==> config.mk <==
export PLATFORM = sky130hd
export DESIGN_NAME = uart_cmd_decoder
export DESIGN_NICKNAME = d
export VERILOG_FILES = /design/src/rtl/uart_cmd_pkg.sv /design/src/rtl/uart_cmd_timeout.sv /design/src/rtl/uart_cmd_decoder.sv
export SDC_FILE = /design/constraint.sdc
export NUM_CORES = 1
export LEC_CHECK = 0
export BUFFER_PORTS_ARGS = -buffer_cell sky130_fd_sc_hd__buf_2
export CORE_UTILIZATION = 35
export CTS_CLUSTER_SIZE = 14
export DETAILED_ROUTE_END_ITERATION = 16
export PLACE_DENSITY = 0.6
export SETUP_SLACK_MARGIN = 0.5
export SLEW_MARGIN = 20
export SYNTH_ARGS = -nofsm -noshare
export SYNTH_HDL_FRONTEND = slang
export SYNTH_SLANG_ARGS = --single-unit
export TNS_END_PERCENT = 20
==> constraint.sdc <==
create_clock -name aclk -period 2.03 [get_ports aclk]
set_input_delay 0.203 -clock aclk [delete_from_list [all_inputs] [get_ports aclk]]
set_output_delay 0.203 -clock aclk [all_outputs]
set_load 0.05 [all_outputs]
==> src/rtl/uart_cmd_pkg.sv <==
// ---------------------------------------------------------------------------
// uart_cmd_pkg
// Shared definitions for the UART command decoder: command opcodes, response
// status codes, the decoder state enum and a small opcode helper.
// No ports (package).
// ---------------------------------------------------------------------------
package uart_cmd_pkg;

   localparam logic [7:0] CMD_WRITE = 8'h57;
   localparam logic [7:0] CMD_READ  = 8'h52;

   localparam logic [7:0] STAT_ACK  = 8'h06;
   localparam logic [7:0] STAT_NAK  = 8'h15;

   // Write payload and read response are always one 32-bit word.
   localparam int DATA_BYTES = 4;

   typedef enum logic [2:0] {
      ST_IDLE,
      ST_ADDR,
      ST_DATA,
      ST_BUS,
      ST_RESP_STAT,
      ST_RESP_DATA
   } state_t;

   // True for the two opcodes that start a frame.
   function automatic logic isCommand(input logic [7:0] b);
      return (b == CMD_WRITE) || (b == CMD_READ);
   endfunction

endpackage

==> src/rtl/uart_cmd_timeout.sv <==
// ---------------------------------------------------------------------------
// uart_cmd_timeout
// Saturating cycle counter used as a watchdog. Counts while enabled, holds at
// LIMIT, and flags expiry once LIMIT has been reached.
// Ports:
//   clk        in   clock
//   rst_n      in   asynchronous active-low reset
//   i_clear    in   synchronous clear (takes priority over enable)
//   i_enable   in   count one cycle
//   o_expired  out  counter has reached LIMIT
// ---------------------------------------------------------------------------
module uart_cmd_timeout #(
   parameter int LIMIT = 255
) (
   input  logic clk,
   input  logic rst_n,
   input  logic i_clear,
   input  logic i_enable,
   output logic o_expired
);

   localparam int W = $clog2(LIMIT + 1);

   logic [W-1:0] r_count;

   // The count stops at LIMIT instead of wrapping so a long stall can never
   // alias back into a "fresh" count.
   always_ff @(posedge clk or negedge rst_n) begin
      if (!rst_n) begin
         r_count <= '0;
      end else if (i_clear) begin
         r_count <= '0;
      end else if (i_enable && (r_count != W'(LIMIT))) begin
         r_count <= r_count + 1'b1;
      end
   end

   assign o_expired = (r_count == W'(LIMIT));

endmodule

==> src/rtl/uart_cmd_decoder.sv <==
// ---------------------------------------------------------------------------
// uart_cmd_decoder
// Parses binary command frames arriving from the UART receiver, runs one
// register-bus transaction per frame and returns a status byte (plus four
// data bytes for a successful read) to the UART transmitter.
// Frame: CMD (0x57 write / 0x52 read), ADDR big-endian, DATA (writes only,
// 4 bytes big-endian). Response: 0x06 ACK or 0x15 NAK, read ACK adds data.
// Ports:
//   aclk, aresetn               clock, asynchronous active-low reset
//   s_axis_tdata/tvalid/tready  received byte stream (target)
//   m_axis_tdata/tvalid/tready  response byte stream (host)
//   en_o, wr_o, addr_o, dat_o   register-bus request
//   dat_i, ack_i                register-bus read data and completion
// ---------------------------------------------------------------------------
module uart_cmd_decoder
   import uart_cmd_pkg::*;
#(
   parameter  int ADDR_BYTES   = 2,
   parameter  int BYTE_TIMEOUT = 50000,
   parameter  int BUS_TIMEOUT  = 255,
   localparam int ADDR_BITS    = 8 * ADDR_BYTES
) (
   input  logic                 aclk,
   input  logic                 aresetn,
   input  logic [7:0]           s_axis_tdata,
   input  logic                 s_axis_tvalid,
   output logic                 s_axis_tready,
   output logic [7:0]           m_axis_tdata,
   output logic                 m_axis_tvalid,
   input  logic                 m_axis_tready,
   output logic                 en_o,
   output logic                 wr_o,
   output logic [ADDR_BITS-1:0] addr_o,
   output logic [31:0]          dat_o,
   input  logic [31:0]          dat_i,
   input  logic                 ack_i
);

   localparam int MAX_BYTES = (ADDR_BYTES > DATA_BYTES) ? ADDR_BYTES : DATA_BYTES;
   localparam int CNT_W     = $clog2(MAX_BYTES) + 1;

   state_t               r_state;
   state_t               w_stateNext;
   logic                 r_wr;
   logic [ADDR_BITS-1:0] r_addr;
   logic [31:0]          r_dat;
   logic [31:0]          r_rdata;
   logic [7:0]           r_stat;
   logic [CNT_W-1:0]     r_cnt;
   logic                 r_tvalid;
   logic [7:0]           r_tdata;

   logic w_inFrame;
   logic w_accept;
   logic w_txHs;
   logic w_ack;
   logic w_lastAddr;
   logic w_lastData;
   logic w_lastResp;
   logic w_byteExpired;
   logic w_busExpired;
   logic w_busRun;

   // Input is only taken while collecting a frame and nothing is waiting to
   // be sent; reset forces it low so nothing is accepted while held in reset.
   assign w_inFrame     = (r_state == ST_IDLE) || (r_state == ST_ADDR) || (r_state == ST_DATA);
   assign s_axis_tready = aresetn && w_inFrame && !r_tvalid;
   assign w_accept      = s_axis_tvalid && s_axis_tready;
   assign w_txHs        = r_tvalid && m_axis_tready;
   assign w_ack         = en_o && ack_i;
   assign w_lastAddr    = (r_cnt == CNT_W'(ADDR_BYTES - 1));
   assign w_lastData    = (r_cnt == CNT_W'(DATA_BYTES - 1));
   assign w_lastResp    = (r_cnt == CNT_W'(DATA_BYTES - 1));

   assign en_o          = (r_state == ST_BUS);
   assign wr_o          = r_wr;
   assign addr_o        = r_addr;
   assign dat_o         = r_dat;
   assign m_axis_tvalid = r_tvalid;
   assign m_axis_tdata  = r_tdata;

   // Inter-byte watchdog: restarts on every accepted byte, only runs while a
   // frame is partially received.
   uart_cmd_timeout #(
      .LIMIT     (BYTE_TIMEOUT)
   ) u_byteTimeout (
      .clk       (aclk),
      .rst_n     (aresetn),
      .i_clear   (w_accept || !((r_state == ST_ADDR) || (r_state == ST_DATA))),
      .i_enable  (1'b1),
      .o_expired (w_byteExpired)
   );

   // Bus watchdog starts counting on the edge that enters BUS, so the count
   // equals the number of cycles en_o has been high.
   assign w_busRun = (r_state == ST_BUS) || (w_stateNext == ST_BUS);

   uart_cmd_timeout #(
      .LIMIT     (BUS_TIMEOUT)
   ) u_busTimeout (
      .clk       (aclk),
      .rst_n     (aresetn),
      .i_clear   (!w_busRun),
      .i_enable  (w_busRun),
      .o_expired (w_busExpired)
   );

   // State register.
   always_ff @(posedge aclk or negedge aresetn) begin
      if (!aresetn) begin
         r_state <= ST_IDLE;
      end else begin
         r_state <= w_stateNext;
      end
   end

   // Next-state logic. An accepted byte always beats a byte timeout on the
   // same cycle, and an ack always beats a bus timeout on the same cycle.
   always_comb begin
      w_stateNext = r_state;
      case (r_state)
         ST_IDLE: begin
            if (w_accept) begin
               w_stateNext = isCommand(s_axis_tdata) ? ST_ADDR : ST_RESP_STAT;
            end
         end
         ST_ADDR: begin
            if (w_accept) begin
               if (w_lastAddr) begin
                  w_stateNext = r_wr ? ST_DATA : ST_BUS;
               end
            end else if (w_byteExpired) begin
               w_stateNext = ST_IDLE;
            end
         end
         ST_DATA: begin
            if (w_accept) begin
               if (w_lastData) begin
                  w_stateNext = ST_BUS;
               end
            end else if (w_byteExpired) begin
               w_stateNext = ST_IDLE;
            end
         end
         ST_BUS: begin
            if (w_ack || w_busExpired) begin
               w_stateNext = ST_RESP_STAT;
            end
         end
         ST_RESP_STAT: begin
            if (w_txHs) begin
               w_stateNext = ((r_stat == STAT_ACK) && !r_wr) ? ST_RESP_DATA : ST_IDLE;
            end
         end
         ST_RESP_DATA: begin
            if (w_txHs && w_lastResp) begin
               w_stateNext = ST_IDLE;
            end
         end
         default: w_stateNext = ST_IDLE;
      endcase
   end

   // Datapath: frame capture, bus result capture and response streaming.
   // The status byte is loaded one cycle after entering RESP_STAT; each data
   // byte is loaded on the handshake of the byte before it, so tvalid can
   // stay high across the data bytes.
   always_ff @(posedge aclk or negedge aresetn) begin
      if (!aresetn) begin
         r_wr     <= 1'b0;
         r_addr   <= '0;
         r_dat    <= '0;
         r_rdata  <= '0;
         r_stat   <= STAT_NAK;
         r_cnt    <= '0;
         r_tvalid <= 1'b0;
         r_tdata  <= '0;
      end else begin
         case (r_state)
            ST_IDLE: begin
               if (w_accept) begin
                  r_cnt <= '0;
                  if (isCommand(s_axis_tdata)) begin
                     r_wr <= (s_axis_tdata == CMD_WRITE);
                  end else begin
                     r_stat <= STAT_NAK;
                  end
               end
            end
            ST_ADDR: begin
               if (w_accept) begin
                  r_addr <= (r_addr << 8) | ADDR_BITS'(s_axis_tdata);
                  r_cnt  <= w_lastAddr ? '0 : r_cnt + 1'b1;
               end
            end
            ST_DATA: begin
               if (w_accept) begin
                  r_dat <= {r_dat[23:0], s_axis_tdata};
                  r_cnt <= w_lastData ? '0 : r_cnt + 1'b1;
               end
            end
            ST_BUS: begin
               if (w_ack) begin
                  r_stat <= STAT_ACK;
                  if (!r_wr) begin
                     r_rdata <= dat_i;
                  end
               end else if (w_busExpired) begin
                  r_stat <= STAT_NAK;
               end
            end
            ST_RESP_STAT: begin
               if (!r_tvalid) begin
                  r_tvalid <= 1'b1;
                  r_tdata  <= r_stat;
               end else if (m_axis_tready) begin
                  if ((r_stat == STAT_ACK) && !r_wr) begin
                     r_tdata <= r_rdata[31:24];
                     r_rdata <= r_rdata << 8;
                     r_cnt   <= '0;
                  end else begin
                     r_tvalid <= 1'b0;
                  end
               end
            end
            ST_RESP_DATA: begin
               if (w_txHs) begin
                  if (w_lastResp) begin
                     r_tvalid <= 1'b0;
                     r_cnt    <= '0;
                  end else begin
                     r_tdata <= r_rdata[31:24];
                     r_rdata <= r_rdata << 8;
                     r_cnt   <= r_cnt + 1'b1;
                  end
               end
            end
            default: ;
         endcase
      end
   end

endmodule

==> summary.md <==
| Metric | Value |
|---|---|
| Status | completed |
| Part of the total power dissipated in combinational logic | 0.248 |
| Count of endpoints failing setup in the final report | 0 |
| Syn_area_per_cell | 10.59 um2 |
| DRC violation count after routing | 0 |
| Placement Setup Slack | 13.89 ps |
| Core box area | around 16000 um2 |
| Standard-cell row count | between 40 and 50 |
| Routed wirelength normalized by instance count | ~16 um |
| Switching power of the nets | roughly 2.7 mW |
| Ports placed on the boundary | about 110 |
| Number of antenna violations at the first check in global routing | 0 |
| Antenna diode instance count | 0 |
| Leakage power summed over all cells | roughly 3.8 nW |
| Vert. Die Dim | 129.4 um |
| Most instantiated flip-flop cell in the synthesis netlist | sky130_fd_sc_hd__dfrtp_1 |
| Unique cell type count in the Yosys netlist | 56 |
| H-tree depth | 4 |
| Final worst slack | 190.8 ps |
| Max rail drop VDD | 0.6483 mV |
| Highest clock rate | roughly 540 MHz |
| Top cell type's share of synthesized area | 0.5333 |
| Required @ worst endpoint | approximately 2300 ps |
| Cell Pwr Density | 1088 nW/um2 |
| TritonCTS clock tree | yes |
| Sw frac | 0.3199 |
| CP Data Arrival Time | 2150 ps |
| Portion of total power attributed to the clock network | 0.383 |
| Antenna viol nets, final | 0 |
| First drt pass iteration count | 4 |
| Number of nets in the finished design | roughly 740 |
| Cell area after synthesis | between 5000 and 6000 um2 |
| Final Wtd Congestion | roughly 0.8 |
| Post-Syn Instances | approximately 540 |
| Width of the die | between 100 and 150 um |
| Area growth syn-to-layout | 34.60% |
| First-pass GRT wire length | about 23 mm |
| Setup crit end kind | register |
| Maximum number of pins on one net before global-route repair | 63 |
| Synthesis-stage register bit count | 122 |
| Clock buffer count from CTS | 17 |
| Largest fanout on the critical path | 6 |
| Number of warning messages in the yosys log | 0 |
| Cell taking the most area after synthesis | sky130_fd_sc_hd__dfrtp_1 |
| Setup total negative slack | 0 ps |
| Top cells by area, synth | sky130_fd_sc_hd__dfrtp_1 (53%), sky130_fd_sc_hd__mux2_2 (9.7%), sky130_fd_sc_hd__nand2_1 (5.3%), sky130_fd_sc_hd__nor2_1 (3.7%), sky130_fd_sc_hd__a31oi_1 (2.9%) |
| Post-Syn Nets | about 590 |
| Headroom to the max-slew limit | 0.4712 |
| Period utilization | 0.9060 |
| Worst-Skew Late Latency | 420 ps |
| Share of final-layout standard cells stronger than drive strength 1 | 0.3865 |
| Number of flops mapped to enable cells by yosys | 0 |
| Layout Skew | 11.76 ps |
| Combined global-route utilization of all metal layers | 0.1816 |
| Leading cell type in the layout, fill and taps excluded | sky130_fd_sc_hd__dfrtp_1 |
| Shortest clock period the worst path allows after layout | between 1500 and 2000 ps |
| Clock edge transition at the registers on the reported setup and hold paths | approximately 60 ps |
| Category of the worst setup path launch point | register |
| Count of maximum capacitance violations | 0 |
| Number of failing hold endpoints at the final stage | 0 |
| Sequential share of the synthesized area | 0.5379 |
| HPWL Detailed | about 9.0 mm |
| GRT Residual Overflow | 0 |
| Clock sink count | approximately 120 |
| Most used cells in the layout excluding fill and tap cells | sky130_fd_sc_hd__dfrtp_1 (118), sky130_fd_sc_hd__buf_2 (102), sky130_fd_sc_hd__nand2_1 (80) |
| Routed Wire Length | around 14 mm |
| Vias in the first global route | ~4600 |
| Setup repair after global routing missed its margin | yes |
| CTS Root Buffer Type | sky130_fd_sc_hd__clkbuf_16 |
| P_int | 5.657 mW |
| Initial cell density of the core | 0.3574 |
| Buffers on Ports | about 100 |
| Floorplan die area | ~17000 um2 |
| Power share of the sequential group | 0.369 |
| Vias per inst | between 4 and 5 |
| Worst min-delay path class | input port to register |
| Via count | around 4500 |
| Critical path start-end classification | register to register |
| Async set or reset register ratio after synthesis | 1.000 |
| Max-slew violation count | 0 |
| Transition at the pin with the smallest max-transition slack | 793.1 ps |
| Initial drt markers | just under 300 |
| Worst-case clock buffer depth | 2 |
cells by family (layout without fill, tap and decap cells):
kind of cell,Yosys count,after routing,synth area share
and+or+nand+nor,212,212,0.1818
DFF,122,122,0.5379
AOI/OAI and AO/OA,76,76,0.08661
muxes,54,54,0.1060
buffers and inverters,48,208,0.04606
xor gates and xnor gates,17,17,0.02622
adders and majority gates,7,7,0.01542
layer usage:
layer  global-route usage  wire length (um)  vias up
met5                    0                 0        -
met4              0.07059               216        0
met3              0.05120               582       20
met2               0.2966              7158      103
met1               0.2280              6335     2218
li1                     -                 -     2160
area by class of cell:
class | instances | area, um2
fillers | 1474 | 8243
flip-flops and latches | 122 | 3058
multi-input cells | 366 | 2459
repair buffers | 155 | 1144
clock buffers | 18 | 439.2
well taps | 216 | 270.3
clock inverters | 14 | 186.4
inverters | 21 | 86.33
power by group through the flow:
stage | clock, mW | sequential, mW | combinational, mW
CTS | 3.24 | 3.06 | 2.02
detailed placement | 0 | 3.10 | 1.74
floorplan | 0 | 3.34 | 1.10
global placement | 0 | 3.09 | 1.72
global route | 3.37 | 3.12 | 2.27
finish | 3.19 | 3.07 | 2.06
critical path, stage by stage (launching register included):
cell                       delay [ps]
sky130_fd_sc_hd__dfrtp_2          440
sky130_fd_sc_hd__buf_4            170
sky130_fd_sc_hd__nor2_1           240
sky130_fd_sc_hd__nand4_4          170
sky130_fd_sc_hd__o211ai_2         250
sky130_fd_sc_hd__a211oi_4          80
sky130_fd_sc_hd__buf_6            130
sky130_fd_sc_hd__nor4_2           260
path summary, 6_finish.rpt:
| kind | start | to | slack (ps) | cells past startpoint |
|---|---|---|---|---|
| setup / recovery | r_state[0] | u_busTimeout.r_count[6] | 190 | 7 |
| hold reg to reg | m_axis_tdata[1] | m_axis_tdata[1] | 470 | 2 |
| min in group asynchronous | aresetn | m_axis_tdata[6] | 400 | 4 |
| hold / removal | dat_i[3] | r_rdata[3] | 20 | 3 |
| max in group asynchronous | aresetn | m_axis_tvalid | 840 | 4 |
| setup reg to reg | r_state[0] | u_busTimeout.r_count[6] | 190 | 7 |
cells in the mapped netlist (9+ instances only):
cell	number
sky130_fd_sc_hd__nor2_1	56
sky130_fd_sc_hd__nor3_1	9
sky130_fd_sc_hd__o21ai_0	18
sky130_fd_sc_hd__nand2_1	80
sky130_fd_sc_hd__xor2_1	11
sky130_fd_sc_hd__a31oi_1	26
sky130_fd_sc_hd__nand3_1	22
sky130_fd_sc_hd__o21ai_1	10
sky130_fd_sc_hd__mux2_2	49
sky130_fd_sc_hd__nand4_1	9
sky130_fd_sc_hd__inv_1	19
sky130_fd_sc_hd__dfrtp_1	121
metrics by stage:
| step | cell area, um2 | instances | power [mW] | hold WS, ps | util |
|---|---|---|---|---|---|
| global placement | 6484 | 848 | 4.805 | 280.0 | 0.4082 |
| global route | 7642 | 912 | 8.754 | 15.29 | 0.4811 |
| finish | 7642 | 912 | 8.318 | 18.99 | 0.4811 |
| CTS | 7595 | 910 | 8.329 | 2.900 | 0.4781 |
| floorplan | 5713 | 536 | 4.434 | -92.59 | - |
| detailed placement | 6484 | 848 | 4.838 | 281.1 | 0.4082 |
sequential cells by signal (all words and copies together), names as in the netlist:
register / cells
dat_o: 32
r_rdata: 32
addr_o: 16
u_byteTimeout.r_count: 16
m_axis_tdata: 8
u_busTimeout.r_count: 8
r_cnt: 3
r_state: 3
r_stat: 2
m_axis_tvalid: 1
wr_o: 1
what timing repair did:
action,in CTS,in global routing
setup buffers,21,1
gates cloned,5,1
hold buffers,4,0
gates resized for setup,25,2
setup endpoints to repair,113,121
pin swaps,6,4
endpoints found under the hold margin,60,0
(Power assumes the default switching activity.)
